**config.mk**
```make
export PLATFORM = sky130hd
export DESIGN_NAME = reset_sequencer
export DESIGN_NICKNAME = d
export VERILOG_FILES = /design/src/rtl/reset_sequencer_pkg.sv /design/src/rtl/reset_sequencer_lock_filter.sv /design/src/rtl/reset_sequencer.sv
export SDC_FILE = /design/constraint.sdc
export NUM_CORES = 1
export LEC_CHECK = 0
export CAP_MARGIN = 20
export CORE_MARGIN = 1
export CORE_UTILIZATION = 38
export DETAILED_ROUTE_END_ITERATION = 8
export GPL_ROUTABILITY_DRIVEN = 0
export PLACE_DENSITY = 0.62
export SLEW_MARGIN = 20
export SYNTH_ARGS = -nofsm -noshare
export SYNTH_HDL_FRONTEND = slang
export SYNTH_SLANG_ARGS = --single-unit
```
**constraint.sdc**
```tcl
create_clock -name clk -period 2.53 [get_ports clk]
set_input_delay 0.506 -clock clk [delete_from_list [all_inputs] [get_ports clk]]
set_output_delay 0.506 -clock clk [all_outputs]
set_load 0.03 [all_outputs]
```
**src/rtl/reset_sequencer_pkg.sv**
```systemverilog
// Shared definitions for the ethernet reset sequencer: state encoding and
// the SIM_FAST effective-delay helper.
package reset_sequencer_pkg;

    typedef enum logic [1:0] {
        HOLD      = 2'd0,
        LOCK_WAIT = 2'd1,
        RELEASE   = 2'd2,
        RUN       = 2'd3
    } seq_state_e;

    // Simulation builds collapse every programmable wait to a single cycle.
    function automatic int unsigned eff_cycles(input int unsigned cycles, input bit sim_fast);
        return sim_fast ? 32'd1 : cycles;
    endfunction

endpackage

```
**src/rtl/reset_sequencer_lock_filter.sv**
```systemverilog
// PLL lock debounce: pulses once when pll_lock_i has been high for
// LOCK_FILTER consecutive enabled samples.
module lock_filter #(
    parameter int unsigned CNT_W       = 20,
    parameter int unsigned LOCK_FILTER = 256
) (
    input  logic clk,
    input  logic rstn,
    input  logic enable_i,
    input  logic pll_lock_i,
    output logic locked_pulse_o
);

    localparam logic [CNT_W-1:0] LAST = CNT_W'(LOCK_FILTER - 1);

    logic [CNT_W-1:0] cnt_q, cnt_d;

    // Combinational pulse so the owner can change state on the Nth high edge.
    always_comb begin
        locked_pulse_o = enable_i && pll_lock_i && (cnt_q == LAST);
        cnt_d          = cnt_q + CNT_W'(1);
        if (!enable_i || !pll_lock_i || locked_pulse_o) begin
            cnt_d = '0;
        end
    end

    always_ff @(posedge clk) begin
        if (!rstn) begin
            cnt_q <= '0;
        end else begin
            cnt_q <= cnt_d;
        end
    end

endmodule

```
**src/rtl/reset_sequencer.sv**
```systemverilog
// Staged reset release for the ethernet subsystem; re-sequences on PLL lock
// loss or software request.  States: HOLD | in reset, LOCK_WAIT | filtering
// lock, RELEASE | stepping stages out, RUN | all stages released.
module reset_sequencer
    import reset_sequencer_pkg::*;
#(
    parameter int unsigned             NUM_STAGES  = 2,
    parameter int unsigned             CNT_W       = 20,
    parameter int unsigned             STAGE_DELAY = 20'h10000,
    parameter int unsigned             LOCK_FILTER = 256,
    parameter logic [NUM_STAGES-1:0]   ACTIVE_LOW  = NUM_STAGES'(2'b01),
    parameter bit                      SIM_FAST    = 1'b0,
    localparam int unsigned            IDX_W       = $clog2(NUM_STAGES + 1)
) (
    input  logic                  clk,
    input  logic                  rstn,
    input  logic                  pll_lock_i,
    input  logic                  sw_rst_i,
    input  logic                  lock_lost_clr_i,
    output logic [NUM_STAGES-1:0] rst_out_o,
    output logic [IDX_W-1:0]      stage_idx_o,
    output logic                  seq_done_o,
    output logic                  lock_lost_o
);

    localparam int unsigned      DLY_EFF  = eff_cycles(STAGE_DELAY, SIM_FAST);
    localparam int unsigned      FILT_EFF = eff_cycles(LOCK_FILTER, SIM_FAST);
    localparam logic [CNT_W-1:0] DLY_LAST = CNT_W'(DLY_EFF - 1);
    localparam logic [IDX_W-1:0] IDX_LAST = IDX_W'(NUM_STAGES - 1);

    if (NUM_STAGES < 1 || NUM_STAGES > 8) begin : g_bad_stages
        $error("reset_sequencer: NUM_STAGES must be 1..8");
    end
    if (STAGE_DELAY == 0 || LOCK_FILTER == 0 ||
        64'(STAGE_DELAY) >= (64'd1 << CNT_W) ||
        64'(LOCK_FILTER) >= (64'd1 << CNT_W)) begin : g_bad_cnt_w
        $error("reset_sequencer: CNT_W too narrow for STAGE_DELAY/LOCK_FILTER");
    end

    seq_state_e            state_q, state_d;
    logic [CNT_W-1:0]      cnt_q, cnt_d;
    logic [IDX_W-1:0]      idx_q, idx_d;
    logic [NUM_STAGES-1:0] rst_q, rst_d;
    logic                  done_q, done_d;
    logic                  lost_q, lost_d;
    logic                  filt_en;
    logic                  locked_pulse;

    assign filt_en = (state_q == LOCK_WAIT) && !sw_rst_i;

    lock_filter #(
        .CNT_W       (CNT_W),
        .LOCK_FILTER (FILT_EFF)
    ) u_lock_filter (
        .clk            (clk),
        .rstn           (rstn),
        .enable_i       (filt_en),
        .pll_lock_i     (pll_lock_i),
        .locked_pulse_o (locked_pulse)
    );

    always_comb begin
        state_d = state_q;
        cnt_d   = cnt_q;
        idx_d   = idx_q;
        done_d  = done_q;
        lost_d  = lost_q & ~lock_lost_clr_i;

        case (state_q)
            HOLD: begin
                state_d = LOCK_WAIT;
                cnt_d   = '0;
                idx_d   = '0;
                done_d  = 1'b0;
            end
            LOCK_WAIT: begin
                if (locked_pulse) begin
                    state_d = RELEASE;
                    cnt_d   = '0;
                end
            end
            RELEASE, RUN: begin
                if (!pll_lock_i || sw_rst_i) begin
                    state_d = LOCK_WAIT;
                    cnt_d   = '0;
                    idx_d   = '0;
                    done_d  = 1'b0;
                    if (!pll_lock_i) begin
                        lost_d = 1'b1;
                    end
                end else if (state_q == RELEASE) begin
                    if (cnt_q == DLY_LAST) begin
                        cnt_d = '0;
                        idx_d = idx_q + IDX_W'(1);
                        if (idx_q == IDX_LAST) begin
                            state_d = RUN;
                            done_d  = 1'b1;
                        end
                    end else begin
                        cnt_d = cnt_q + CNT_W'(1);
                    end
                end
            end
            default: state_d = HOLD;
        endcase

        // Stages below the next index are released; the rest stay asserted.
        rst_d = '0;
        for (int k = 0; k < NUM_STAGES; k++) begin
            rst_d[k] = (IDX_W'(k) < idx_d) ? ACTIVE_LOW[k] : ~ACTIVE_LOW[k];
        end
    end

    always_ff @(posedge clk) begin
        if (!rstn) begin
            state_q <= HOLD;
            cnt_q   <= '0;
            idx_q   <= '0;
            rst_q   <= ~ACTIVE_LOW;
            done_q  <= 1'b0;
            lost_q  <= 1'b0;
        end else begin
            state_q <= state_d;
            cnt_q   <= cnt_d;
            idx_q   <= idx_d;
            rst_q   <= rst_d;
            done_q  <= done_d;
            lost_q  <= lost_d;
        end
    end

    assign rst_out_o   = rst_q;
    assign stage_idx_o = idx_q;
    assign seq_done_o  = done_q;
    assign lock_lost_o = lost_q;

endmodule

```
== After elaboration in Yosys (flattened, before gate mapping) ==
Cells that the tools add are included.

* Flip-flop bits (word level): 48
* Bits of input ports: 5
* Output and inout port bits: 6
* Logic and storage cells: 66

* Add/subtract/negate cells: 3
* $lt $le $gt $ge: 2
* Equal/unequal tests: 10
* Multiplexer cells: 25
* Bitwise operators: 3
* Reductions and logical operators: 16

{| class="wikitable"
|+ Operators with widths
! kind !! number
|-
| $mux W20 || 4
|-
| $pmux W20 S3 || 1
|-
| $add A20 B1 Y20 const B || 2
|-
| $eq A20 B16 Y1 const B || 1
|-
| $eq A20 B8 Y1 const B || 1
|-
| $mux W2 || 8
|-
| $mux W1 || 9
|-
| $ne A3 B3 Y1 const B || 3
|-
| $reduce_and A4 Y1 || 2
|-
| $pmux W2 S3 || 1
|-
| $eq A2 B1 Y1 const B || 2
|-
| $eq A2 B2 Y1 const B || 2
|-
| $lt A1 B2 Y1 const A || 2
|-
| $pmux W2 S2 || 1
|-
| $reduce_or A2 Y1 || 2
|-
| $logic_and A1 B1 Y1 || 3
|-
| $logic_not A1 Y1 || 3
|-
| $logic_or A1 B1 Y1 || 3
|-
| $add A2 B1 Y2 const B || 1
|-
| $logic_not A2 Y1 || 1
|-
| $ne A2 B2 Y1 const B || 1
|-
| $not A1 Y1 || 2
|-
| $pmux W1 S2 || 1
|-
| $reduce_and A2 Y1 || 1
|-
| other kinds (2) || 2
|}

== Logic depth before layout (Yosys ltp) ==
* Word-level depth: 7
* Mapped depth: 8
* Depth with buffers taken out: 6

== Cells and area by module ==
From an unflattened synthesis, not the netlist that was laid out.

* Cells, all modules: 271
* Area, all modules: 2397.3 sq um

{| class="wikitable"
|+ By module, submodules not included
! module !! times used !! cells each !! area each (sq um) !! sequential area each (sq um)
|-
| reset_sequencer || 1 || 162 || 1445.1 || 560.5
|-
| lock_filter || 1 || 109 || 952.2 || 400.4
|}

== Worst setup path after synthesis ==
OpenSTA, ideal clock, no wires.

* Path kind: input-to-reg
* Start: in pll_lock_i
* End: reg cnt_q[16]
* Setup time: 70 ps
* Arrival: 1815 ps
* Data required time: 2460 ps
* Path slack: 645 ps
* Stages on the path: 6
* Path buffers: 1
* Path through: nor2b_1 -> and2_1 -> a31oi_2 -> buf_2 -> or3_2 -> a21oi_1

* Word-level cells in the longest chain between the ends: 4
* Elaborated cells between the ends (all ways): 9
* Classes of those cells: 2 x eq/ne; 2 x mux; 5 x reduce/logical

{| class="wikitable"
|+ RTL lines
! item !! line !! RTL
|-
| start: declaration || reset_sequencer.sv:17 || <nowiki>input logic pll_lock_i,</nowiki>
|-
| $logic_not A1 Y1 / $logic_and A1 B1 Y1 (equally long branches) || reset_sequencer.sv:83, reset_sequencer_lock_filter.sv:20 ||
|-
| $logic_or A1 B1 Y1 / $logic_and A1 B1 Y1 (equally long branches) || reset_sequencer.sv:83, reset_sequencer_lock_filter.sv:20 ||
|-
| $mux W20, or another cell as far along || reset_sequencer.sv:83 || <nowiki>if (!pll_lock_i || sw_rst_i) begin</nowiki>
|-
| $pmux W20 S3 / $reduce_and A2 Y1 (equally long branches) || n/a ||
|-
| end signal: assignment || reset_sequencer.sv:124 || <nowiki>cnt_q <= cnt_d;</nowiki>
|-
| end: declaration || reset_sequencer.sv:41 || <nowiki>logic [CNT_W-1:0] cnt_q, cnt_d;</nowiki>
|}

Several ways; a longest one is shown, not always the timed one.
A chain may end at the register's enable or synchronous reset.

== Worst setup path in the final report ==
* Start: in pll_lock_i
* End: reg cnt_q[13]

Same word-level chain as after synthesis.

==> results.toml <==
[outcome]
outcome = "complete, no violations"

[setup_path]
critPathRequiredTime_ps = 2770
cp_max_fo = 37
crit_type = "in2reg"
worstSetupStartpointType = "input pin"
worst_setup_path_end_kind = "register"
arrival_ps = 2330
reg2reg_slack_ps = 510

[floorplan]
start_util_pct = 40.1
rows = 27
fp.dieW_um = 78.9
core_region_area_um2 = 5610
die_area_um2 = 6230
die_y_um = 78.9
pin_count = 11

[clock_tree]
ctsHoldBuffers = 0
cts_root_buf = "clkbuf_8"
cts_tree = "yes"
cts.clk_slew.worst_paths_ps = 90
clk-insertion-delay-late_ps = 300
clock_sinks = 48
numCtsBuffers = 5
ctsResizeCount = 0
cts_buffer_depth = 2
post_cts.repair.setup_buffers = 0
h-tree-depth = 2

[timing]
fin_skew_ps = 8.56
holdWs_ps = 450
hold_violations = 0
final_max_slew_viol_count = 0
tightest_slew_ps = 535
finalCritPeriodShare_pct = 82.4
finalCriticalPeriod_ps = 2090
max_freq_mhz = 479
relSlewSlack_pct = 64.3
tns_ps = 0
rsz0062_at_grt = "no"
setup_violations = 0

[grt]
grt-ovfl-total = 0
grtUsageMet1_pct = 20.0
grt_pass1_wl_um = 7450
grt_util_met3_pct = 3.45
antenna_found_initial = 0
grt_max_degree = 38
grt_pass1_vias = 1687
grt.busiest_layer = "met2"
gr-usage-met2_pct = 23.5
grt_use_total_pct = 15.2

[power]
intPower_mw = 1.00
swShare_pct = 22.5
seq_power_share_pct = 59.1
power_leakage_nw = 0.771
power_density_nw_per_um2 = 511
pwr-share-clk_pct = 36.4
netSwitchingPower_uw = 291
irDropWorstVdd_uv = 289
p_total_mw = 1.29
p_comb_share_pct = 4.5

[layout]
n_fill_cell = 570
final_cells = 344
antenna-diode-count = 0
area_delta_synth_final_pct = 12.6
drive_gt1_share_pct = 9.56
layout.nets = 279

[synthesis]
yosys.area.top_type = "dfxtp_1"
ys.flop_type = "dfxtp_1"
synth_enable_flop_cells = 0
syn_nets = 266
yosysSeqAreaShare_pct = 42.8
synth_top_area_share_pct = 42.8
synth_area_per_cell_um2 = 8.71
ys_ff_latch = 48
ys_warn_count = 0
synth_cells = 258
synth_area_um2 = 2250
synth.area.top_cells = "dfxtp_1, nor2_1, or4_1"
ys_types = 43
async_flop_share_pct = 0

[drt]
firstDrtPassIters = 4
drt-vias-per-instance = 5.33
drt-initial-drc-count = 96
drt_wl_total_um = 4190
drc = 0
wl_per_cell_um = 12.2
route.antenna.remaining_nets = 0
vias = 1833

[place]
dp.cells = 336
numPortBuffers = 10
hpwl_um = 2890

[min_path]
hp-class = "reg2reg"

[job]
cap_violations = 0
-- cell type report --
| cell class | count | area [um^2] | share of cell area (%) |
|---|---|---|---|
| multi-input combinational | 195 | 1210 | 47.8 |
| sequential | 48 | 961 | 38.0 |
| timing repair buffer | 16 | 158 | 6.23 |
| tap | 72 | 90.1 | 3.56 |
| clock buffer | 6 | 82.6 | 3.26 |
| inverter | 5 | 18.8 | 0.742 |
| clock inverter | 2 | 10.0 | 0.396 |
-- flip-flops by register name, indices dropped and copies added, names as in the netlist --
register / flops
lock_lost_o: 1
rst_out_o: 2
stage_idx_o: 2
u_lock_filter.cnt_q: 20
state_q: 2
cnt_q: 20
seq_done_o: 1
-- worst max-delay path, stage by stage --
cell             delay (ps)
clkdlybuf4s50_1         410
nor2b_1                 140
buf_4                   140
o21ai_1                 190
a31oi_2                  80
buf_12                  180
or4_1                   520
a21oi_1                 150
-- power by group through the flow --
stage / sequential, mW / clock [mW] / combinational (mW)
after floorplan: 0.781 / 0 / 0.0421
after global routing: 0.766 / 0.525 / 0.0658
final: 0.765 / 0.470 / 0.0588
after global placement: 0.783 / 0 / 0.0584
after detailed placement: 0.783 / 0 / 0.0598
after CTS: 0.765 / 0.490 / 0.0598
-- per-layer routing --
metal | vias up | share of wire [%] | wire length, um
met2 | 10 | 46 | 1930
met5 | - | 0 | 0
met3 | 7 | 1.9 | 81
met1 | 852 | 50 | 2100
li1 | 964 | - | -
met4 | 0 | 1.9 | 78
-- per-stage QoR --
step | worst slack [ps] | utilization [%] | cell area [um^2]
after detailed placement | 124 | 43.5 | 2440
after CTS | 447 | 45.1 | 2530
final | 444 | 45.1 | 2530
after global routing | 323 | 45.1 | 2530
after global placement | 190 | 43.5 | 2440
after floorplan | 645 | - | 2250
-- path summary, 6_finish.rpt --
check,from,endpoint,cells past startpoint
worst max register to register,cnt_q[16],cnt_q[12],5
worst min register to register,u_lock_filter.cnt_q[0],u_lock_filter.cnt_q[0],1
worst min-delay path,u_lock_filter.cnt_q[0],u_lock_filter.cnt_q[0],1
worst max-delay path,pll_lock_i,cnt_q[13],8
-- logic make-up after synthesis --
family	share of synthesized area (%)
AOI/OAI and AO/OA	13.5
xor gates and xnor gates	7.80
adders and majority gates	1.67
buffers and inverters	3.40
DFF	42.8
muxes	0.891
and+or+nand+nor	30.0
-- cells in the mapped netlist, types with 2 or more instances --
cell / instances
or4_1: 13
nand3_1: 16
and3_1: 7
nand2_1: 17
and2_1: 4
nor4_1: 6
xnor2_1: 9
mux2i_1: 2
ha_1: 3
buf_6: 2
or3_1: 4
clkbuf_1: 4
xor2_1: 11
o21ai_0: 6
nand4_1: 6
dfxtp_1: 48
a21oi_1: 19
inv_1: 5
a22oi_1: 2
buf_2: 3
nor3_1: 5
o31ai_1: 12
nor2_1: 33
nor2b_1: 2
-- layout by cell type (no fill, tap or decap), drive strengths merged, types with 2 or more instances in the layout --
cell type       n
a21oi          19
a22oi           2
and2            4
and3            7
buf             6
clkbuf          6
clkdlybuf4s50  10
clkinv          2
dfxtp          48
ha              3
inv             5
mux2i           2
nand2          17
nand3          16
nand4           7
nor2           34
nor2b           2
nor3            6
nor4            6
o21ai           7
o22ai           2
o31ai          12
or2             2
or3             6
or4            14
xnor2           9
xor2           11
No activity file was read; power rests on OpenSTA's default activity.
